**src/rtl/instruction_fetch_pkg.sv**
```systemverilog
// Shared fetch/decode definitions: default widths, special instruction words, fetch FSM states.
package instruction_fetch_pkg;
    localparam int ADDR_W_DEF = 12;
    localparam int INST_W_DEF = 19;

    localparam logic [INST_W_DEF-1:0] NOP       = '0;
    localparam logic [INST_W_DEF-1:0] HALT_INST = 19'h7FFFF;

    typedef enum logic {
        ST_RUN  = 1'b0,
        ST_HALT = 1'b1
    } fetch_state_t;
endpackage

```
**src/rtl/fetch_pc_unit.sv**
```systemverilog
// PC register with incrementer and next-PC mux; redirect beats hold, hold beats advance.
module fetch_pc_unit #(
    parameter int ADDR_W   = 12,
    parameter int RESET_PC = 0
) (
    input  logic              clk,
    input  logic              rst,
    input  logic              i_branch,
    input  logic              i_hold,
    input  logic [ADDR_W-1:0] i_target,
    output logic [ADDR_W-1:0] o_pc,
    output logic [ADDR_W-1:0] o_pc_inc
);
    logic [ADDR_W-1:0] r_pc;
    logic [ADDR_W-1:0] w_pc_nxt;

    // Natural wrap at 2^ADDR_W
    assign o_pc_inc = r_pc + ADDR_W'(1);
    assign o_pc     = r_pc;

    always_comb begin
        w_pc_nxt = o_pc_inc;
        if (i_branch)    w_pc_nxt = i_target;
        else if (i_hold) w_pc_nxt = r_pc;
    end

    always_ff @(posedge clk or posedge rst) begin
        if (rst) r_pc <= ADDR_W'(RESET_PC);
        else     r_pc <= w_pc_nxt;
    end
endmodule

```
**src/rtl/instruction_fetch.sv**
```systemverilog
// Zero-latency fetch stage: PC unit, IF/ID register and RUN/HALT FSM.
module instruction_fetch
    import instruction_fetch_pkg::*;
#(
    parameter int ADDR_W   = ADDR_W_DEF,
    parameter int INST_W   = INST_W_DEF,
    parameter int RESET_PC = 0
) (
    input  logic              clk,
    input  logic              rst,
    output logic [ADDR_W-1:0] imem_addr,
    input  logic [INST_W-1:0] imem_data,
    input  logic              stall,
    input  logic              branch_taken,
    input  logic [ADDR_W-1:0] branch_target,
    output logic [ADDR_W-1:0] pc,
    output logic [INST_W-1:0] if_id_inst,
    output logic [ADDR_W-1:0] if_id_pc1,
    output logic              if_id_valid,
    output logic              halted
);
    localparam logic [INST_W-1:0] L_NOP  = INST_W'(NOP);
    localparam logic [INST_W-1:0] L_HALT = INST_W'(HALT_INST);

    fetch_state_t      r_state;
    fetch_state_t      w_state_nxt;
    logic [ADDR_W-1:0] w_pc;
    logic [ADDR_W-1:0] w_pc_inc;
    logic              w_hold;
    logic              w_capture;

    fetch_pc_unit #(
        .ADDR_W  (ADDR_W),
        .RESET_PC(RESET_PC)
    ) u_pc (
        .clk     (clk),
        .rst     (rst),
        .i_branch(branch_taken),
        .i_hold  (w_hold),
        .i_target(branch_target),
        .o_pc    (w_pc),
        .o_pc_inc(w_pc_inc)
    );

    // imem_addr comes straight from the PC register, never from stall/branch logic
    assign imem_addr = w_pc;
    assign pc        = w_pc;

    always_ff @(posedge clk or posedge rst) begin
        if (rst) r_state <= ST_RUN;
        else     r_state <= w_state_nxt;
    end

    always_comb begin
        w_state_nxt = r_state;
        halted      = (r_state == ST_HALT);
        w_hold      = halted || stall;
        w_capture   = !branch_taken && !halted && !stall;
        if (branch_taken)
            w_state_nxt = ST_RUN;
        else if (w_capture && imem_data == L_HALT)
            w_state_nxt = ST_HALT;
    end

    // if_id_pc1 is left untouched on bubbles; consumers gate it with if_id_valid
    always_ff @(posedge clk or posedge rst) begin
        if (rst) begin
            if_id_inst  <= L_NOP;
            if_id_pc1   <= '0;
            if_id_valid <= 1'b0;
        end else if (branch_taken || halted) begin
            if_id_inst  <= L_NOP;
            if_id_valid <= 1'b0;
        end else if (!stall) begin
            if_id_inst  <= imem_data;
            if_id_pc1   <= w_pc_inc;
            if_id_valid <= 1'b1;
        end
    end
endmodule

```
**config.mk**
```make
export PLATFORM = sky130hd
export DESIGN_NAME = instruction_fetch
export DESIGN_NICKNAME = d
export VERILOG_FILES = /design/src/rtl/instruction_fetch_pkg.sv /design/src/rtl/fetch_pc_unit.sv /design/src/rtl/instruction_fetch.sv
export SDC_FILE = /design/constraint.sdc
export NUM_CORES = 1
export LEC_CHECK = 0
export ABC_AREA = 1
export CAP_MARGIN = 0
export CORE_MARGIN = 2
export CORE_UTILIZATION = 46
export DETAILED_ROUTE_END_ITERATION = 8
export HOLD_SLACK_MARGIN = 0.05
export PLACE_DENSITY_LB_ADDON = 0.08
export SLEW_MARGIN = 20
export SYNTH_ARGS = -nofsm -noshare
export SYNTH_HDL_FRONTEND = slang
export SYNTH_SLANG_ARGS = --single-unit
```
**constraint.sdc**
```tcl
create_clock -name clk -period 3.55 [get_ports clk]
set_clock_uncertainty 0.2 [all_clocks]
set_input_delay 0.71 -clock clk [delete_from_list [all_inputs] [get_ports clk]]
set_output_delay 0.71 -clock clk [all_outputs]
set_load 0.005 [all_outputs]
```
==> results.toml <==
[run_status]
status = "finished, final reports clean"

[grt]
grt_pass1_wl_um = 8740
overflow = 0
grt_pass1_vias = 1941
antenna_found_initial = 0
grt_usage_pct = 21.3
grt_max_degree = 46

[route]
totalWireLength_um = 5420
avgRoutedWirePerCell_um = 13.0
via_per_inst = 4.89
drc_errors = 0
first_pass_iters = 4
postRouteAntennaNets = 0
drtIter0Drc = 121
vias = 2040

[sta]
maxSlewViolCount = 0
max_freq_mhz = 425
final.min_clock_period_ns = 2.35
finalCritPeriodShare_pct = 66.3
setup_viol = 0
tightest_slew_ns = 0.919
timing_hold_violations_final = 0
slew-limit-headroom_pct = 38.7
fin_hold_ws_ns = 0.273
rsz0062_at_grt = "no"
tns_ns = 0

[logic_synthesis]
yosys_warnings = 0
synth_cell_type_count = 19
ys_seq_area_share_pct = 51.8
syn_inst = 281
ys_ff_latch = 45
syn-mean-instance-area_um2 = 7.73
syn_nets = 317
synth_area_um2 = 2170

[power_and_ir_drop]
p_comb_share_pct = 22.7
p_int_uw = 969
clock_power_share_pct = 30.8
peakVddDrop_uv = 225
cellLeakagePower_nw = 1.58
switching_power_uw = 335
swShare_pct = 25.7
p_seq_share_pct = 46.5
power_density_nw_per_um2 = 412

[job]
maxCapViolCount = 0

[worst_setup_path]
startpoint_type = "input pin"
reg2reg_from = "halted$_DFFE_PP0P_"
critical_path_buf_inv_count = 4
critPathTopFamily = "buffers and inverters"
timing.setup.critical_path_class = "in2reg"
reg2reg_slack_ns = 1.78
slowest_delay_ns = 0.41
reg2reg_depth = 6
crit_path_start = "branch_taken"
reg2reg_to = "if_id_pc1[7]$_DFFE_PP0P_"
end_kind = "flop"
worstPathMaxFanout = 22
crit_chain = "clkdlybuf4s50_1 > buf_4 > nor2_2 > inv_2 > nor2_4 > inv_2 > nand2_1 > nand2_1"
critPathSlowestCell = "nor2_4"
crit_required_ns = 3.54
cp_data_arrival_time_ns = 2.34

[clock_tree]
htree_num_levels = 2
clock_path_buffers = 2
cts.repair.resized = 0
postCtsHoldBufs = 0
cts_sinks = 45
post_cts.repair.setup_buffers = 0
clockRootBuffer = "clkbuf_8"
cts_made_buffers = 5
clock_latency_ns = 0.30
clk_pin_slew_worst_paths_ns = 0.08
cts_tree = "done"

[floorplanning]
num_rows = 25
die_w_um = 72.7
die_y_um = 72.7
io_pins = 92
die-area_um2 = 5290
start_util_pct = 46.9
core_area_um2 = 4630

[min_path]
min_to = "if_id_pc1[2]$_DFFE_PP0P_"
hp-class = "reg2reg"
hold_depth = 2
min-delay-start = "if_id_pc1[2]$_DFFE_PP0P_"

[place]
port_buffers = 91
dp_hpwl_um = 3920
place.detailed.instances = 409
gp_congestion = 0.811

[layout]
antenna_cells = 0
area_delta_synth_final_pct = 45.7
final_cell_mix = "nand2_1 (122), clkdlybuf4s50_1 (91), dfrtp_1 (45)"
final_layout_size_suffix_gt1_share_pct = 5.23
final_cells = 417
num-nets-final = 398
layout_commonest_cell = "nand2_1"
-- worst max path at each step --
stage,depth (start not counted),endpoint
finish,8,if_id_pc1[7]$_DFFE_PP0P_
global route,8,if_id_pc1[6]$_DFFE_PP0P_
CTS,8,if_id_pc1[4]$_DFFE_PP0P_
floorplan,1,halted$_DFFE_PP0P_
global placement,8,if_id_pc1[5]$_DFFE_PP0P_
detailed placement,8,if_id_pc1[4]$_DFFE_PP0P_
-- registers in the layout, indices dropped and copies added, names as in the netlist --
register     flops
u_pc.o_pc       12
if_id_valid      1
if_id_inst      19
halted           1
if_id_pc1       12
-- through the flow --
stage	power, mW	util [%]	setup WS, ns	area, um^2
after global routing	1.37	68.4	1.04	3170
after floorplan	0.733	-	1.58	2170
after CTS	1.32	68.4	1.18	3170
after detailed placement	0.916	65.9	0.860	3050
after global placement	0.909	65.9	0.911	3050
final	1.30	68.4	1.20	3170
-- synth_stat cells --
library cell    n  area share (%)
buf_2           3            0.69
buf_4          13             4.5
clkbuf_1        5            0.86
dfrtp_1        45              52
ha_1            1            0.58
inv_1          21             3.6
inv_2           2            0.35
nand2_1       122              21
nand3_1        38             8.8
nand4_1         2            0.58
nor2_1         12             2.1
nor2_2          3            0.86
nor2_4          1            0.52
o211ai_1        2            0.69
o21ai_0         7             1.6
o21ai_1         1            0.23
o21ai_2         1            0.40
xnor2_1         1            0.40
xor2_1          1            0.40
-- layout make-up --
type	count	area [um^2]
multi-input combinational	192	830
tap	54	67.6
clock inverter	1	30.0
inverter	23	86.3
timing repair buffer	95	941
sequential	45	1130
fill	403	1460
clock buffer	7	86.3
-- worst register-to-register path, cell delays in order (launching register included) --
cell and delay, ns:
dfrtp_1 0.43, nor2_2 0.14, inv_2 0.05, nor2_4 0.41
inv_2 0.26, nand2_1 0.12, nand2_1 0.06
-- layer usage --
metal	part of all wire, %	wire, um	track usage (%)
met1	44	2380	26.7
met2	49	2660	35.9
met3	6.1	330	6.35
met4	0.90	49	5.97
met5	0	0	0
-- power groups by stage --
stage	registers [mW]	clock network (mW)	logic, mW
3_5_place_dp	0.616	0	0.300
3_3_place_gp	0.616	0	0.293
4_1_cts	0.606	0.409	0.301
2_1_floorplan	0.614	0	0.119
5_1_grt	0.614	0.430	0.327
6_report	0.606	0.402	0.296
-- cells by family (layout without fill, tap and decap cells) --
| group | count (synthesis) | count (layout) | share of synthesized area (%) |
|---|---|---|---|
| AO/OA/AOI/OAI | 11 | 11 | 2.94 |
| buffers and inverters | 44 | 126 | 10.0 |
| flip-flops | 45 | 45 | 51.8 |
| XOR/XNOR | 2 | 2 | 0.806 |
| AND/OR/NAND/NOR | 178 | 178 | 33.9 |
| adder cells (fa/ha/maj) | 1 | 1 | 0.576 |
No activity file was read; power rests on OpenSTA's default activity.
